--- src/rtl/regfile_wb_arbiter_pkg.sv ---
// Shared constants and the arbiter state encoding for the regfile write-port arbiter.
// Latency: n/a (declarations only).
// Backpressure: n/a.
package regfile_wb_arbiter_pkg;

    localparam int RF_ADDR_W     = 5;
    localparam int RF_DATA_W     = 32;
    localparam int RF_STARVE_MAX = 4;

    // WAIT counts cycles that B has lost to A. FORCE is the one-cycle bubble
    // in which B owns the write port.
    typedef enum logic [1:0] {
        ST_IDLE  = 2'd0,
        ST_WAIT  = 2'd1,
        ST_FORCE = 2'd2
    } arb_state_e;

endpackage

--- src/rtl/regfile_wb_arbiter_wb_scoreboard.sv ---
// Busy bit per register awaiting a port-B result, with two hazard query ports.
// Latency: set/clear take effect next cycle; a same-cycle clear bypasses to the queries.
// Backpressure: none; set and clear are accepted every cycle, and set wins on collision.
module wb_scoreboard
    import regfile_wb_arbiter_pkg::*;
#(
    parameter int ADDR_W = RF_ADDR_W
) (
    input  logic              clk,
    input  logic              rst,
    input  logic              set_en,
    input  logic [ADDR_W-1:0] set_addr,
    input  logic              clr_en,
    input  logic [ADDR_W-1:0] clr_addr,
    input  logic [ADDR_W-1:0] raddr1,
    input  logic [ADDR_W-1:0] raddr2,
    output logic              busy1,
    output logic              busy2
);

    localparam int NREG = 1 << ADDR_W;

    logic [NREG-1:0] sb_q;
    logic [NREG-1:0] sb_d;

    // Next busy vector: clear first so that a same-cycle set wins. $0 is never busy.
    always_comb begin
        sb_d = sb_q;
        if (clr_en) begin
            sb_d[clr_addr] = 1'b0;
        end
        if (set_en) begin
            sb_d[set_addr] = 1'b1;
        end
        sb_d[0] = 1'b0;
    end

    // Busy vector register.
    always_ff @(posedge clk) begin
        if (rst) begin
            sb_q <= '0;
        end else begin
            sb_q <= sb_d;
        end
    end

    // The regfile writes on the falling edge, so a register being written this
    // cycle is already readable by decode and must not report busy.
    always_comb begin
        busy1 = 1'b0;
        busy2 = 1'b0;
        if (!rst) begin
            busy1 = sb_q[raddr1] & ~(clr_en & (clr_addr == raddr1));
            busy2 = sb_q[raddr2] & ~(clr_en & (clr_addr == raddr2));
        end
    end

endmodule

--- src/rtl/regfile_wb_arbiter.sv ---
// Shares the regfile write port between pipeline writeback (A) and MDU/CP0 results (B).
// Latency: combinational grant; B is written at most STARVE_MAX+1 cycles after b_valid rises.
// Backpressure: A is never stalled; B waits on b_ready; a forced bubble is requested via stall_req.
module regfile_wb_arbiter
    import regfile_wb_arbiter_pkg::*;
#(
    parameter int ADDR_W     = RF_ADDR_W,
    parameter int DATA_W     = RF_DATA_W,
    parameter int STARVE_MAX = RF_STARVE_MAX
) (
    input  logic              clk,
    input  logic              rst,
    input  logic              a_we,
    input  logic [ADDR_W-1:0] a_waddr,
    input  logic [DATA_W-1:0] a_wdata,
    input  logic              b_valid,
    output logic              b_ready,
    input  logic [ADDR_W-1:0] b_waddr,
    input  logic [DATA_W-1:0] b_wdata,
    input  logic              sb_set,
    input  logic [ADDR_W-1:0] sb_addr,
    input  logic [ADDR_W-1:0] raddr1,
    input  logic [ADDR_W-1:0] raddr2,
    output logic              busy1,
    output logic              busy2,
    output logic              stall_req,
    output logic              err_drop,
    output logic              rf_we,
    output logic [ADDR_W-1:0] rf_waddr,
    output logic [DATA_W-1:0] rf_wdata
);

    localparam int CNT_W = $clog2(STARVE_MAX + 1);

    arb_state_e        state_q, state_d;
    logic [CNT_W-1:0]  cnt_q, cnt_d;
    logic              err_drop_q, err_drop_d;

    logic              a_eff;
    logic              a_win;
    logic              b_grant;
    logic              sb_clr;

    assign a_eff = a_we & (a_waddr != '0);

    // Write-port grant: A has priority except in the forced slot, where B owns the port.
    always_comb begin
        a_win   = 1'b0;
        b_grant = 1'b0;
        if (!rst) begin
            if (state_q == ST_FORCE) begin
                b_grant = b_valid;
            end else begin
                a_win   = a_eff;
                b_grant = b_valid & ~a_eff;
            end
        end
        rf_we    = a_win | (b_grant & (b_waddr != '0));
        rf_waddr = a_win ? a_waddr : b_waddr;
        rf_wdata = a_win ? a_wdata : b_wdata;
    end

    assign b_ready   = b_grant;
    assign stall_req = ~rst & (state_q == ST_FORCE);
    assign err_drop  = err_drop_q;
    assign sb_clr    = b_grant & (b_waddr != '0);

    // Starvation tracking: count lost cycles and force a bubble on the limit.
    always_comb begin
        state_d    = state_q;
        cnt_d      = cnt_q;
        err_drop_d = err_drop_q | ((state_q == ST_FORCE) & a_eff);
        case (state_q)
            ST_IDLE: begin
                if (b_valid && !b_grant) begin
                    state_d = ST_WAIT;
                    cnt_d   = CNT_W'(1);
                end
            end
            ST_WAIT: begin
                if (b_grant || !b_valid) begin
                    state_d = ST_IDLE;
                    cnt_d   = '0;
                end else if (cnt_q == CNT_W'(STARVE_MAX - 1)) begin
                    state_d = ST_FORCE;
                    cnt_d   = '0;
                end else begin
                    cnt_d = cnt_q + 1'b1;
                end
            end
            ST_FORCE: begin
                state_d = ST_IDLE;
                cnt_d   = '0;
            end
            default: begin
                state_d = ST_IDLE;
                cnt_d   = '0;
            end
        endcase
    end

    // Arbiter state, starvation counter and sticky drop flag.
    always_ff @(posedge clk) begin
        if (rst) begin
            state_q    <= ST_IDLE;
            cnt_q      <= '0;
            err_drop_q <= 1'b0;
        end else begin
            state_q    <= state_d;
            cnt_q      <= cnt_d;
            err_drop_q <= err_drop_d;
        end
    end

    wb_scoreboard #(
        .ADDR_W (ADDR_W)
    ) u_scoreboard (
        .clk      (clk),
        .rst      (rst),
        .set_en   (sb_set),
        .set_addr (sb_addr),
        .clr_en   (sb_clr),
        .clr_addr (b_waddr),
        .raddr1   (raddr1),
        .raddr2   (raddr2),
        .busy1    (busy1),
        .busy2    (busy2)
    );

endmodule
--- config.mk ---
export PLATFORM = sky130hd
export DESIGN_NAME = regfile_wb_arbiter
export DESIGN_NICKNAME = d
export VERILOG_FILES = /design/src/rtl/regfile_wb_arbiter_pkg.sv /design/src/rtl/regfile_wb_arbiter_wb_scoreboard.sv /design/src/rtl/regfile_wb_arbiter.sv
export SDC_FILE = /design/constraint.sdc
export NUM_CORES = 1
export LEC_CHECK = 0
export CORE_AREA = 3 3 88 90
export CTS_CLUSTER_SIZE = 25
export DETAILED_ROUTE_END_ITERATION = 6
export DIE_AREA = 0 0 91 93
export PLACE_DENSITY = 0.92
export SLEW_MARGIN = 25
export SYNTH_ARGS = -nofsm -noshare
export SYNTH_HDL_FRONTEND = slang
export SYNTH_SLANG_ARGS = --single-unit
--- constraint.sdc ---
create_clock -name clk -period 3.1 [get_ports clk]
set_input_delay 0.775 -clock clk [delete_from_list [all_inputs] [get_ports clk]]
set_output_delay 0.775 -clock clk [all_outputs]
set_load 0.02 [all_outputs]
* Yosys cells after proc, flatten, opt, wreduce, memory -nomap -nowiden
Cells that the tools add are included.
** Word-level totals
- Register bits after elaboration :: 38
- Word-level logic and storage cells :: 73
** Cells by class
- Equality and inequality tests :: 7
- $add $sub $neg :: 1
- Reduce and logical (&&, ||, !) cells :: 10
- Muxes and demuxes :: 26
- $lt $le $gt $ge :: 6
- Bitwise logic cells :: 18
** Operator list (number)
- $mux W32 :: 3
- $and A32 B32 Y32 :: 1
- $not A32 Y32 :: 1
- $or A32 B32 Y32 :: 1
- $lt A5 B6 Y1 const B :: 4
- $bmux W1 S5 :: 2
- $demux W1 S5 :: 2
- $eq A5 B5 Y1 :: 2
- $ge A5 B1 Y1 const B :: 2
- $mux W1 :: 10
- $reduce_bool A5 Y1 :: 2
- $and A1 B1 Y1 :: 9
- $mux W3 :: 3
- $mux W2 :: 3
- $pmux W3 S2 :: 1
- $mux W5 :: 1
- $not A1 Y1 :: 4
- $pmux W2 S2 :: 1
- $add A3 B1 Y3 const B :: 1
- $eq A3 B2 Y1 const B :: 1
- $logic_and A1 B1 Y1 :: 3
- $ne A3 B3 Y1 const B :: 1
- $eq A2 B1 Y1 const B :: 1
- $eq A2 B2 Y1 const B :: 1
- 6 further kinds :: 8

* Logic depth before layout (Yosys ltp)
- Word-level depth :: 11
- Gate-level depth with buffers :: 6
- Mapped depth without buffers :: 5

* By module
From an unflattened synthesis, not the netlist that was laid out.
** Second synthesis, totals
- Cells, all modules :: 307
- Area, all modules :: 2860.2 um^2
** By module, submodules not included
- wb_scoreboard :: instances 1, sequential area each 620.6 um^2, cells an instance 228, area an instance 1986.9 um^2
- regfile_wb_arbiter :: instances 1, sequential area each 120.1 um^2, cells an instance 79, area an instance 873.3 um^2

* Least setup slack after synthesis
No wires, ideal clock.
- Path type :: input port to output port
- Start point :: input port b_waddr[1]
- End point :: output port busy1
- Slack :: 0.095 ns
- Stages :: 5
- Path buffers :: 1
- Arrival time :: 2.230 ns
- Required time :: 2.325 ns
- Cells stage by stage :: clkbuf_1 > or2_2 > o311ai_1 > nor4_1 > nor3_1
** On the way
- Longest elaborated chain between the ends :: 6
- Elaborated cells between the ends (all ways) :: 7
- Those cells by class :: 1 x eq/ne; 1 x mux; 4 x bitwise; 1 x reduce/logical
** RTL lines
- start, declared :: line regfile_wb_arbiter.sv:18 : input logic [ADDR_W-1:0] b_waddr,
- $reduce_bool A5 Y1 :: line regfile_wb_arbiter.sv:66 : assign sb_clr = b_grant & (b_waddr != '0);
- $and A1 B1 Y1 :: line regfile_wb_arbiter.sv:66
- $and A1 B1 Y1 (*) :: line regfile_wb_arbiter_wb_scoreboard.sv:53 : busy1 = sb_q[raddr1] & ~(clr_en & (clr_addr == raddr1));
- $not A1 Y1 (*) :: line regfile_wb_arbiter_wb_scoreboard.sv:53
- $and A1 B1 Y1 (*) :: line regfile_wb_arbiter_wb_scoreboard.sv:53
- $mux W1 (*) :: line regfile_wb_arbiter_wb_scoreboard.sv:52 : if (!rst) begin
- end, declared :: line regfile_wb_arbiter.sv:24 : output logic busy1,
Mark *: on every way between the ends. The rest lies on a longest branch, timed or not.

* Worst setup path after layout
- Start point :: input port a_waddr[4]
- End point :: output port rf_wdata[3]
** On the way
- Longest elaborated chain between the ends :: 5
** RTL lines
- start, declared :: line regfile_wb_arbiter.sv:14 : input logic [ADDR_W-1:0] a_waddr,
- $reduce_bool A5 Y1 :: line regfile_wb_arbiter.sv:44 : assign a_eff = a_we & (a_waddr != '0);
- $and A1 B1 Y1 :: line regfile_wb_arbiter.sv:44
- $mux W1 :: line regfile_wb_arbiter.sv:51 : if (state_q == ST_FORCE) begin
- $mux W1 :: line regfile_wb_arbiter.sv:50 : if (!rst) begin
- $mux W32 :: line regfile_wb_arbiter.sv:60 : rf_wdata = a_win ? a_wdata : b_wdata;
- end, declared :: line regfile_wb_arbiter.sv:30 : output logic [DATA_W-1:0] rf_wdata
No other way between the ends.

==> results.py <==
metrics = {
    "clock_network": {
        "worstSkewPairLatency_ns": 0.29,
        "cts_max_level": 2,
        "cts_buffers": 5,
        "cts_sinks": 37,
        "cts-root-buf": "clkbuf_8",
        "cts_max_path_buffers": 2,
        "postCtsHoldBufs": 0,
        "cts_tree": "yes",
        "clk_pin_slew_ns": 0.07,
    },
    "final_layout": {
        "fin_util_pct": 68.02,
        "multi_input_area_um2": 2098,
        "fillCellCount": 492,
        "fin_cells": 564,
        "drive_above_1_share_pct": 37.63,
        "ff_latch_area_um2": 740.7,
        "nets": 559,
        "syn_to_final_growth_pct": 65.11,
        "antenna_cells": 0,
    },
    "sta": {
        "fin_skew_ns": 0.004179,
        "worst_pin_slew_ns": 0.4577,
        "hold_viol": 0,
        "fin_ws_ns": -0.03940,
        "post-route-period-util_pct": 101.3,
        "fin_hold_ws_ns": 0.4896,
        "max_slew_margin_pct": 69.41,
        "setup_tns_ns": -0.3050,
        "fmax_mhz": 318.5,
        "post-route-min-period_ns": 3.139,
        "drv_slew": 0,
        "finalSetupViolCount": 16,
    },
    "global_routing": {
        "grt_first_pass_wirelength_mm": 19.51,
        "overflow": 0,
        "grt_pass1_vias": 3457,
        "grt_max_degree": 24,
        "antenna_found_initial": 0,
        "grt.total_usage_pct": 29.86,
    },
    "worst_hold_path": {
        "worstHoldEndpoint": "cnt_q[2]",
        "min_from": "cnt_q[2]",
        "hold_path.class": "flip-flop to flip-flop",
        "hold_depth": 1,
    },
    "critical_path": {
        "cpMaxStageDelayCell": "a221o_2",
        "slowest_delay_ns": 0.41,
        "cp_top_family": "buffers and inverters",
        "cp.required_ns": 2.32,
        "path_cells": "buf_2 > nor2_2 > a221o_2 > nor2_8 > buf_12 > buf_8 > buf_16 > mux2_4 > buf_6",
        "worst_setup_path_start_kind": "primary input",
        "reg2reg_depth": 7,
        "r2r-end": "cnt_q[2]",
        "r2r_start": "state_q[0]",
        "cp_max_fo": 6,
        "endpoint_kind": "output port",
        "cp.arrival_ns": 2.36,
        "crit_buf_inv": 5,
        "crit_type": "primary input to output port",
        "r2r_setup_slack_ns": 0.96,
    },
    "synth": {
        "synth_cell_type_count": 47,
        "ys_seq_elements": 37,
        "syn_area_um2": 2940,
        "ys_seq_area_share_pct": 25.19,
        "postSynthNetCount": 394,
        "synth_area_per_cell_um2": 9.834,
        "synthCells": 299,
        "yosys_warnings": 0,
    },
    "route": {
        "drt_iter0_markers": 367,
        "routed_wl_mm": 13.68,
        "vias": 3420,
        "first_pass_iters": 5,
        "viasPerCell": 6.064,
        "wl_per_cell_um": 24.26,
        "ant_nets": 0,
        "drc": 0,
    },
    "power": {
        "leakagePower_nw": 2.016,
        "ir_worst_vdd_v": 0.0001536,
        "power.density_nw_per_um2": 284.4,
    },
    "floorplanning": {
        "dieArea_um2": 8463,
        "start_util_pct": 41.20,
        "fp.dieH_um": 93,
        "die_w_um": 91,
        "core_area_um2": 7137,
        "io_pins": 137,
        "fp-row-count": 31,
    },
    "status": {
        "violations": "negative setup slack",
        "status": "finished, violations left",
    },
    "placement": {
        "placed_cells": 546,
        "finalWeightedCongestion": 0.9608,
        "hpwlAfterDp_mm": 8.824,
        "numPortBuffers": 136,
    },
    "job": {
        "drv_cap": 0,
    },
}
[per-stage QoR]
stage	total power, mW	cell area [um2]	worst slack (ns)
2_1_floorplan	0.7396	2940	0.09460
3_3_place_gp	0.9933	4559	-0.8045
3_5_place_dp	1.002	4559	-0.8572
4_1_cts	1.348	4766	-0.05922
5_1_grt	1.420	4855	-0.07965
6_report	1.381	4855	-0.03940
[sequential cells by signal, summed over array words and instances, names as in the netlist]
register and count:
cnt_q 3, err_drop 1, u_scoreboard.sb_q 31, state_q 2
[cell usage after synthesis (all sizes together)]
library cell  count  share of area (%)
mux2             37                 18
nand3b            2               0.51
nand4             4                1.1
or2               4               0.85
ha                1               0.43
nor2             15                2.5
clkbuf           14                1.8
nor4              5                1.1
and2              1               0.21
a21boi            1               0.38
clkinv            1               0.13
a221o             1               0.38
nand2            26                3.6
nor3b             2               0.51
a41oi             1               0.30
nor3              3               0.51
o31ai             3               0.77
o32ai             4                1.4
o21ai            27                4.6
and3              3               0.68
buf               9                3.4
mux4             14                 11
dfxtp            37                 25
o211ai           15                3.8
or3b              1               0.30
nand4b            4                1.2
inv               7               0.89
xnor2             6                1.8
o211a             2               0.68
a21oi            13                2.2
nand3             7                1.2
o311ai            1               0.30
mux2i            18                6.1
nor2b             4               0.85
xor2              4                1.2
nand2b            2               0.43
[placed cells by master (no fill, tap or decap), drive strengths merged, types with 4 or more instances in the layout]
cell type / count
a21oi: 13
dlygate4sd2: 4
nand4: 4
buf: 90
dfxtp: 37
o32ai: 4
o21ai: 27
nor2b: 4
o211ai: 15
xnor2: 6
nand4b: 4
nor2: 15
inv: 7
clkdlybuf4s50: 75
clkbuf: 10
dlymetal6s2s: 7
mux4: 14
nand3: 7
nor4: 5
mux2: 37
xor2: 4
or2: 4
mux2i: 18
nand2: 26
[worst max path at each step]
stage | startpoint | to | cells past startpoint
2_1_floorplan | b_waddr[1] | busy1 | 5
3_3_place_gp | raddr1[2] | busy1 | 7
3_5_place_dp | raddr1[2] | busy1 | 7
4_1_cts | b_waddr[4] | busy2 | 7
5_1_grt | b_waddr[3] | rf_we | 6
6_report | a_waddr[4] | rf_wdata[3] | 9
[cell type report]
cell class,instances,share of cell area [%]
Multi-Input combinational cell,231,43.22
Clock inverter,2,0.2062
Clock buffer,6,1.495
Sequential cell,37,15.26
Tap cell,99,2.552
Timing Repair Buffer,181,36.65
Inverter,8,0.6186
[logic make-up (layout without fill, tap and decap cells)]
| logic type | Yosys count | count (layout) | share of synthesized area, % |
|---|---|---|---|
| AOI/OAI and AO/OA | 68 | 68 | 14.89 |
| DFF | 37 | 37 | 25.19 |
| xor gates and xnor gates | 10 | 10 | 2.979 |
| adders and majority gates | 1 | 1 | 0.4255 |
| muxes | 69 | 69 | 34.85 |
| and+or+nand+nor | 83 | 83 | 15.40 |
| buffers and inverters | 31 | 197 | 6.255 |
[power by group]
| part | total, mW | switching (mW) | internal, mW |
|---|---|---|---|
| registers | 0.489 | 0.00696 | 0.482 |
| clock network | 0.329 | 0.173 | 0.156 |
| logic | 0.563 | 0.255 | 0.307 |
| total | 1.38 | 0.436 | 0.945 |
[metal layers]
metal	GRT usage, %	vias to the layer above	part of all wire (%)
met1	29.83	1626	33
met5	0	-	0
met3	8.930	80	11
li1	-	1455	-
met4	18.47	0	7.1
met2	54.26	259	49
[repair_timing]
item	CTS	global route
buffers inserted	5	1
gates resized for setup	248	39
setup endpoints to repair	42	29
hold endpoints to repair	0	0
gates cloned	4	0
pin swaps	6	9
Power figures use the tool's default switching activity.
